--- config.mk ---
export PLATFORM = sky130hd
export DESIGN_NAME = ssrv_dmem_ahb_initiator
export DESIGN_NICKNAME = d
export VERILOG_FILES = /design/src/rtl/ssrv_dmem_pkg.sv /design/src/rtl/ssrv_req_fifo.sv /design/src/rtl/ssrv_dmem_ahb_initiator.sv
export SDC_FILE = /design/constraint.sdc
export NUM_CORES = 1
export LEC_CHECK = 0
export CORE_MARGIN = 2
export CORE_UTILIZATION = 51
export DETAILED_ROUTE_END_ITERATION = 8
export HOLD_SLACK_MARGIN = 0.05
export PLACE_DENSITY = 0.9
export SKIP_LAST_GASP = 1
export SYNTH_ARGS = -nofsm -noshare
export SYNTH_HDL_FRONTEND = slang
export SYNTH_SLANG_ARGS = --single-unit
--- constraint.sdc ---
create_clock -name clk -period 11.8 [get_ports clk]
set_input_delay 2.36 -clock clk [delete_from_list [all_inputs] [get_ports clk]]
set_output_delay 2.36 -clock clk [all_outputs]
set_load 0.005 [all_outputs]
--- src/rtl/ssrv_dmem_pkg.sv ---
// Shared types and constants for the core data-port AHB-Lite initiator.
// Holds the request struct queued between the core and the bus.
package ssrv_dmem_pkg;

  typedef enum logic {
    DMEM_RD = 1'b0,
    DMEM_WR = 1'b1
  } type_dmem_cmd_e;

  typedef enum logic [1:0] {
    DMEM_BYTE = 2'd0,
    DMEM_HALF = 2'd1,
    DMEM_WORD = 2'd2
  } type_dmem_width_e;

  typedef enum logic [1:0] {
    DMEM_IDLE = 2'd0,
    DMEM_RDY  = 2'd1,
    DMEM_ERR  = 2'd2
  } type_dmem_resp_e;

  localparam logic [1:0] HTRANS_IDLE   = 2'b00;
  localparam logic [1:0] HTRANS_NONSEQ = 2'b10;
  localparam logic [2:0] HBURST_SINGLE = 3'b000;

  typedef struct packed {
    type_dmem_cmd_e   cmd;
    type_dmem_width_e width;
    logic [31:0]      addr;
    logic [31:0]      wdata;
  } type_dmem_req_s;

  // Width code 3 is folded onto word so HSIZE never advertises a 64-bit beat.
  function automatic type_dmem_width_e norm_width(input logic [1:0] w);
    return (w == 2'd3) ? DMEM_WORD : type_dmem_width_e'(w);
  endfunction

  function automatic logic [31:0] lane_rep(input type_dmem_width_e w, input logic [31:0] d);
    case (w)
      DMEM_BYTE: return {4{d[7:0]}};
      DMEM_HALF: return {2{d[15:0]}};
      default:   return d;
    endcase
  endfunction

endpackage

--- src/rtl/ssrv_req_fifo.sv ---
// Small synchronous FIFO with full/empty flags and a combinational head.
// Depth may be any value >= 1; pointers wrap explicitly.
module ssrv_req_fifo #(
  parameter int DEPTH = 2,
  parameter int W     = 8
) (
  input  logic         clk,
  input  logic         rst_n,
  input  logic         push_i,
  input  logic [W-1:0] data_i,
  input  logic         pop_i,
  output logic [W-1:0] head_o,
  output logic         full_o,
  output logic         empty_o
);

  localparam int AW = (DEPTH > 1) ? $clog2(DEPTH) : 1;
  localparam int CW = $clog2(DEPTH + 1);

  logic [W-1:0]  mem_q [DEPTH];
  logic [AW-1:0] wptr_q, rptr_q;
  logic [CW-1:0] cnt_q;
  logic          do_push, do_pop;

  function automatic logic [AW-1:0] ptr_inc(input logic [AW-1:0] p);
    return (p == AW'(DEPTH - 1)) ? '0 : p + AW'(1);
  endfunction

  assign full_o  = (cnt_q == CW'(DEPTH));
  assign empty_o = (cnt_q == '0);
  assign do_push = push_i & ~full_o;
  assign do_pop  = pop_i & ~empty_o;
  assign head_o  = mem_q[rptr_q];

  always_ff @(posedge clk) begin
    if (do_push) mem_q[wptr_q] <= data_i;
  end

  always_ff @(posedge clk or negedge rst_n) begin
    if (!rst_n) begin
      wptr_q <= '0;
      rptr_q <= '0;
      cnt_q  <= '0;
    end else begin
      if (do_push) wptr_q <= ptr_inc(wptr_q);
      if (do_pop)  rptr_q <= ptr_inc(rptr_q);
      case ({do_push, do_pop})
        2'b10:   cnt_q <= cnt_q + CW'(1);
        2'b01:   cnt_q <= cnt_q - CW'(1);
        default: cnt_q <= cnt_q;
      endcase
    end
  end

endmodule

--- src/rtl/ssrv_dmem_ahb_initiator.sv ---
// AHB-Lite master for the core data port: queued requests become single
// NONSEQ transfers with pipelined address and data phases.
module ssrv_dmem_ahb_initiator
  import ssrv_dmem_pkg::*;
#(
  parameter int         REQ_FIFO_DEPTH = 2,
  parameter logic [3:0] HPROT_VAL      = 4'b0011
) (
  input  logic        clk,
  input  logic        rst_n,
  input  logic        dmem_req,
  output logic        dmem_req_ack,
  input  logic        dmem_cmd,
  input  logic [1:0]  dmem_width,
  input  logic [31:0] dmem_addr,
  input  logic [31:0] dmem_wdata,
  output logic [31:0] dmem_rdata,
  output logic [1:0]  dmem_resp,
  output logic [3:0]  dmem_hprot,
  output logic [2:0]  dmem_hburst,
  output logic [2:0]  dmem_hsize,
  output logic [1:0]  dmem_htrans,
  output logic        dmem_hmastlock,
  output logic [31:0] dmem_haddr,
  output logic        dmem_hwrite,
  output logic [31:0] dmem_hwdata,
  input  logic        dmem_hready,
  input  logic [31:0] dmem_hrdata,
  input  logic        dmem_hresp
);

  type_dmem_req_s  push_req, head;
  logic            fifo_full, fifo_empty;
  logic            err_first, issue, pop;
  logic            dp_valid_q, dp_valid_d;
  type_dmem_cmd_e  dp_cmd_q, dp_cmd_d;
  logic [31:0]     hwdata_q, hwdata_d;
  logic [31:0]     rdata_q, rdata_d;
  type_dmem_resp_e resp_q, resp_d;

  assign push_req = '{cmd:   type_dmem_cmd_e'(dmem_cmd),
                      width: norm_width(dmem_width),
                      addr:  dmem_addr,
                      wdata: dmem_wdata};

  assign dmem_req_ack = dmem_req & ~fifo_full;

  ssrv_req_fifo #(
    .DEPTH (REQ_FIFO_DEPTH),
    .W     ($bits(type_dmem_req_s))
  ) u_req_fifo (
    .clk     (clk),
    .rst_n   (rst_n),
    .push_i  (dmem_req_ack),
    .data_i  (push_req),
    .pop_i   (pop),
    .head_o  (head),
    .full_o  (fifo_full),
    .empty_o (fifo_empty)
  );

  // First cycle of a two-cycle ERROR: the pending address phase must go IDLE.
  assign err_first = dp_valid_q & dmem_hresp & ~dmem_hready;
  assign issue     = ~fifo_empty & ~err_first;
  assign pop       = issue & dmem_hready;

  always_comb begin
    dmem_htrans = HTRANS_IDLE;
    dmem_haddr  = '0;
    dmem_hwrite = 1'b0;
    dmem_hsize  = '0;
    if (issue) begin
      dmem_htrans = HTRANS_NONSEQ;
      dmem_haddr  = head.addr;
      dmem_hwrite = (head.cmd == DMEM_WR);
      dmem_hsize  = {1'b0, head.width};
    end
  end

  always_comb begin
    dp_valid_d = dp_valid_q;
    dp_cmd_d   = dp_cmd_q;
    hwdata_d   = hwdata_q;
    rdata_d    = rdata_q;
    resp_d     = DMEM_IDLE;
    if (dp_valid_q && dmem_hready) begin
      dp_valid_d = 1'b0;
      resp_d     = dmem_hresp ? DMEM_ERR : DMEM_RDY;
      rdata_d    = (!dmem_hresp && dp_cmd_q == DMEM_RD) ? dmem_hrdata : '0;
    end
    if (pop) begin
      dp_valid_d = 1'b1;
      dp_cmd_d   = head.cmd;
      hwdata_d   = (head.cmd == DMEM_WR) ? lane_rep(head.width, head.wdata) : '0;
    end
  end

  always_ff @(posedge clk or negedge rst_n) begin
    if (!rst_n) begin
      dp_valid_q <= 1'b0;
      dp_cmd_q   <= DMEM_RD;
      hwdata_q   <= '0;
      rdata_q    <= '0;
      resp_q     <= DMEM_IDLE;
    end else begin
      dp_valid_q <= dp_valid_d;
      dp_cmd_q   <= dp_cmd_d;
      hwdata_q   <= hwdata_d;
      rdata_q    <= rdata_d;
      resp_q     <= resp_d;
    end
  end

  assign dmem_hwdata    = hwdata_q;
  assign dmem_rdata     = rdata_q;
  assign dmem_resp      = resp_q;
  assign dmem_hprot     = HPROT_VAL;
  assign dmem_hburst    = HBURST_SINGLE;
  assign dmem_hmastlock = 1'b0;

endmodule

; After elaboration in Yosys (flattened, before gate mapping)
; Memory sizes are Yosys's and may differ from the RTL's.
; Cells that the tools add are included.
; Widths: inputs -> output; s select.
[word_totals]
ff_bits = 72
mem_bits_rw = 134
input_bits = 104
out_inout_bits = 113
elab_cells = 54
mem_count = 1
[memory_table]
columns = name, words, word_bits, rd, rd_ports_with_merged_regs, wr, line
row1 = u_req_fifo.mem_q, 2, 67, 1, 0, 1, ssrv_req_fifo.sv:20  ; logic [W-1:0] mem_q [DEPTH];
[classes]
n_addsub = 4
eq_ne = 5
muxes = 17
bitwise = 12
n_reduce_logical = 7
[op_table]
columns = op, count
row1 = $mux 32, 3
row2 = $pmux 32 s2, 1
row3 = $mux 2, 5
row4 = $and 1x1->1, 7
row5 = $mux 1, 7
row6 = $eq 2x2->1 const B, 3
row7 = $not 1->1, 5
row8 = $eq 2x1->1 const B, 2
row9 = $logic_not 2->1, 2
row10 = $pmux 2 s2, 1
row11 = $reduce_bool 2->1, 2
row12 = $add 1x1->1 const B, 2
row13 = $add 2x1->2 const B, 1
row14 = $logic_and 1x1->1, 2
row15 = $sub 2x1->2 const B, 1
row16 = $logic_not 1->1, 1

; Depth between registers and ports, before layout
[logic_depth]
ltp_word = 8
ltp_mapped = 8

; By module
; From an unflattened synthesis, not the netlist that was laid out.
[unflattened]
cells_unflattened = 525
hier_area_um2 = 8267.9
[by_module_without_submodules]
columns = module, n_inst, cells_per_inst, area_each_um2, seq_area_each_um2
row1 = ssrv_req_fifo, 1, 227, 5119.9, 4124.0
row2 = ssrv_dmem_ahb_initiator, 1, 298, 3148.0, 1701.6

; Worst setup path after synthesis
; Ideal clock, no wire load.
[synth_timing]
path_type = input to register
startpoint = in dmem_req
endpoint = mem u_req_fifo.mem_q[0][0] in the netlist's numbering (enable)
setup_ps = 493
arrival_ps = 5293
setup_slack_ps = 6014
cell_stages = 2
n_path_buf = 0
cell_sequence = o21ai_1 nor2_1
[synth_via]
elab_chain_len = 4
[synth_lines]
columns = element, line
row1 = from (decl), ssrv_dmem_ahb_initiator.sv:11  ; input logic dmem_req,
row2 = $and 1x1->1, ssrv_dmem_ahb_initiator.sv:46  ; assign dmem_req_ack = dmem_req & ~fifo_full;
row3 = $and 1x1->1, ssrv_req_fifo.sv:31  ; assign do_push = push_i & ~full_o;
row4 = $mux 1, ssrv_req_fifo.sv:36  ; if (do_push) mem_q[wptr_q] <= data_i;
row5 = $mux 1 (implied by the code), ssrv_req_fifo.sv:36
row6 = to (decl), ssrv_req_fifo.sv:20
; No other way between the ends.

; Worst setup path after layout
[layout_timing]
startpoint = in dmem_hready
endpoint = out dmem_haddr[18]
[layout_via]
elab_chain_len = 5
[layout_lines]
columns = element, line
row1 = from (decl), ssrv_dmem_ahb_initiator.sv:27  ; input logic dmem_hready,
row2 = $not 1->1, ssrv_dmem_ahb_initiator.sv:63  ; assign err_first = dp_valid_q & dmem_hresp & ~dmem_hready;
row3 = $and 1x1->1, ssrv_dmem_ahb_initiator.sv:63
row4 = $not 1->1, ssrv_dmem_ahb_initiator.sv:64  ; assign issue = ~fifo_empty & ~err_first;
row5 = $and 1x1->1, ssrv_dmem_ahb_initiator.sv:64
row6 = $mux 32, ssrv_dmem_ahb_initiator.sv:72  ; if (issue) begin
row7 = to (decl), ssrv_dmem_ahb_initiator.sv:24  ; output logic [31:0] dmem_haddr,
; No other way between the ends.

==> metrics.csv <==
metric;value;unit
type of the worst setup path;input port to output pin;
number of global-route vias before repair;5273;
Inserted Diodes;0;
number of max-slew violations in the final report;0;
setup total negative slack;0;ns
Worst Hold Slack;0.4827;ns
largest vdd supply drop;0.0001630;V
number of antenna violations at the first check in global routing;0;
maximum achievable frequency;152.8;MHz
time the worst path needs with I/O delays and setup;6.546;ns
skew final;0.01082;ns
critical path launch point;dmem_hready;
routed wire length;18.11;mm
CP peak stage delay;0.50;ns
arrival time reported for the critical path endpoint;4.19;ns
global-route wire length before repair;27.69;mm
leakage power total;4.221;nW
path category of the worst min-delay check;flip-flop to flip-flop;
ratio of routed vias to standard cells;5.323;
CP Cell Sequence;clkdlybuf4s50_1, nor2b_1, nand2_1, o21ai_2, buf_4, nor2_1, clkdlybuf4s50_1;
final std cells w/o fill;940;
cts hold-fix bufs;0;
number of standard-cell rows in the floorplan;45;
status;completed;
number of search-and-repair iterations in the first detailed-routing pass;5;
number of buffers created by CTS;21;
area share of the largest cell type after synthesis;0.5034;
Mapped Avg Cell Area;15.58;µm²
weighted congestion reported at the end of routability-driven placement;0.7581;
placed inst area;10130;µm²
post-cts repair resize count;0;
unrepaired setup endpoints after global routing;no;
number of nets still failing antenna checks after routing;0;
clk sink count;206;
most instantiated flip-flop cell in the synthesis netlist;sky130_fd_sc_hd__edfxtp_1;
worst slew pin tran;1.156;ns
Hold Startpoint;dmem_hwdata[5];
layout overhead on the synthesized area;35.22;%
die outline area;16690;µm²
Slew HR;0.2276;
Placed Instances;902;
Yosys top cell by area;sky130_fd_sc_hd__edfxtp_1;
Final setup violation count;0;
total chip power;2.628;mW
sequential area share after synthesis;0.7288;
Hold Violations, Final;0;
height of the die;129.2;µm
CP max FO;36;
main area contributors after synthesis;sky130_fd_sc_hd__edfxtp_1 (50%), sky130_fd_sc_hd__dfrtp_1 (23%), sky130_fd_sc_hd__mux2i_1 (7.4%);
number of DRC violations after detailed-routing iteration 0;265;
Yosys reg bits;206;
maximum number of pins on one net before global-route repair;73;
share of final-layout standard cells stronger than drive strength 1;0.08642;
Max Root-Sink Buffers;3;
I/O Buffers;206;
global route overflow;0;
cell area after layout;10810;µm²
Cells after Synth;513;
total core area;15260;µm²
initial standard-cell utilization of the core;0.5239;
Setup Fix Bufs, Post-CTS;0;
worst path bufs/invs;3;
Via Count;5004;
number of H-tree levels;1;
global-route total usage across every layer;0.2143;
library cell with the highest instance count after synthesis;sky130_fd_sc_hd__edfxtp_1;
YS warnings;0;
Critical Path RT;9.44;ns
final routed wire length divided by cell count;19.26;µm
CTS tree;yes;
Post-layout nets;819;
number of ports placed on the die boundary;217;
number of violations of the max-capacitance limit;0;
crit share post-route;0.5548;
Post-synth EDFFs;134;
HPWL after DPL;11.88;mm
most numerous cell on the critical path;sky130_fd_sc_hd__clkdlybuf4s50_1;
Worst setup SP type;input port;
fraction of synthesis flops using an asynchronous set or reset pin;0.3495;
power density cells;243.1;nW/µm²
endpoint class of the critical path;output pin;
cell chosen for the clock root;sky130_fd_sc_hd__clkbuf_16;
Max stage delay cell, worst path;sky130_fd_sc_hd__clkdlybuf4s50_1;
floorplan die width;129.2;µm
Residual DRC;0;
worst flop-to-flop path startpoint;u_req_fifo.rptr_q;
Clock Pin Slew Worst Setup and Hold Paths;0.06;ns
most frequent cells after synthesis;sky130_fd_sc_hd__edfxtp_1 (134), sky130_fd_sc_hd__dfrtp_1 (72), sky130_fd_sc_hd__mux2i_1 (59);
kind of cell adding the most delay to the critical path;buffers and inverters;
post-synthesis instance area;7994;µm²
clock latency on the worst-skew pair;0.50;ns
Cell variety after synth;30;
-- cells in the final DEF (no fill, tap or decap), types with 7 or more instances in the layout --
master,n
sky130_fd_sc_hd__a22o_1,32
sky130_fd_sc_hd__a32o_1,16
sky130_fd_sc_hd__clkbuf_16,23
sky130_fd_sc_hd__clkdlybuf4s50_1,205
sky130_fd_sc_hd__conb_1,10
sky130_fd_sc_hd__dfrtp_1,71
sky130_fd_sc_hd__edfxtp_1,134
sky130_fd_sc_hd__mux2i_1,59
sky130_fd_sc_hd__mux2i_2,8
sky130_fd_sc_hd__nand2_1,54
sky130_fd_sc_hd__nor2_1,45
sky130_fd_sc_hd__o21ai_1,8
sky130_fd_sc_hd__o21ai_2,9
sky130_fd_sc_hd__o221ai_1,7
-- routing by layer --
| layer | wire length (µm) | GRT usage | part of all wire |
|---|---|---|---|
| met1 | 7064 | 0.2677 | 0.39 |
| met2 | 8627 | 0.3557 | 0.48 |
| met3 | 2005 | 0.07267 | 0.11 |
| met4 | 410 | 0.06777 | 0.023 |
| met5 | 0 | 0 | 0 |
-- worst register-to-register path, stage by stage, from the launching register on --
cell and delay (ns):
sky130_fd_sc_hd__dfrtp_4 0.66, sky130_fd_sc_hd__buf_4 0.70, sky130_fd_sc_hd__mux2i_1 0.28, sky130_fd_sc_hd__buf_4 0.23, sky130_fd_sc_hd__and2_1 0.36, sky130_fd_sc_hd__nand2_1 0.11, sky130_fd_sc_hd__a32o_1 0.27
-- logic make-up after synthesis --
logic type	Yosys count	share of synthesized area
DFF	206	0.7288
xor gates and xnor gates	5	0.005478
buffers and inverters	45	0.03678
muxes	67	0.08765
AOI/OAI and AO/OA	75	0.08076
and+or+nand+nor	112	0.05807
other	2	0.0009395
adders and majority gates	1	0.001565
-- layout make-up --
class / instances / area [µm²]
repair buffers: 210 / 2090
multi-input cells: 270 / 1928
clock inverters: 7 / 40.04
clock buffers: 31 / 639.4
well taps: 211 / 264.0
fillers: 956 / 4449
flip-flops and latches: 206 / 5829
inverters: 5 / 18.77
-- sequential cells by signal, summed over array words and instances (netlist names) --
signal,count
dmem_hwdata,32
dmem_rdata,32
dmem_resp,2
dp_cmd_q,1
dp_valid_q,1
u_req_fifo.cnt_q,2
u_req_fifo.mem_q,134
u_req_fifo.rptr_q,1
u_req_fifo.wptr_q,1
-- report_power, final --
part,switching (mW),internal (mW),total (mW)
logic,0.439,0.465,0.904
registers,0.0992,0.984,1.08
clock network,0.265,0.377,0.641
-- path summary, 6_finish.rpt --
path / end / slack [ns] / cells past startpoint
worst max-delay path: dmem_haddr[18] / 5.25 / 7
worst min-delay path: dmem_hwdata[5] / 0.48 / 2
worst max register to register: dmem_hwdata[15] / 9.08 / 6
worst min register to register: dmem_hwdata[5] / 0.48 / 2
max in group asynchronous: u_req_fifo.rptr_q / 9.15 / 1
min in group asynchronous: dmem_hwdata[31] / 2.00 / 1
-- metrics by stage --
stage | setup slack [ns] | util
2_1_floorplan | 6.014 | -
3_3_place_gp | 5.336 | 0.6639
3_5_place_dp | 5.273 | 0.6639
4_1_cts | 5.241 | 0.7084
5_1_grt | 5.151 | 0.7084
6_report | 5.254 | 0.7084
No activity file was read; power rests on OpenSTA's default activity.
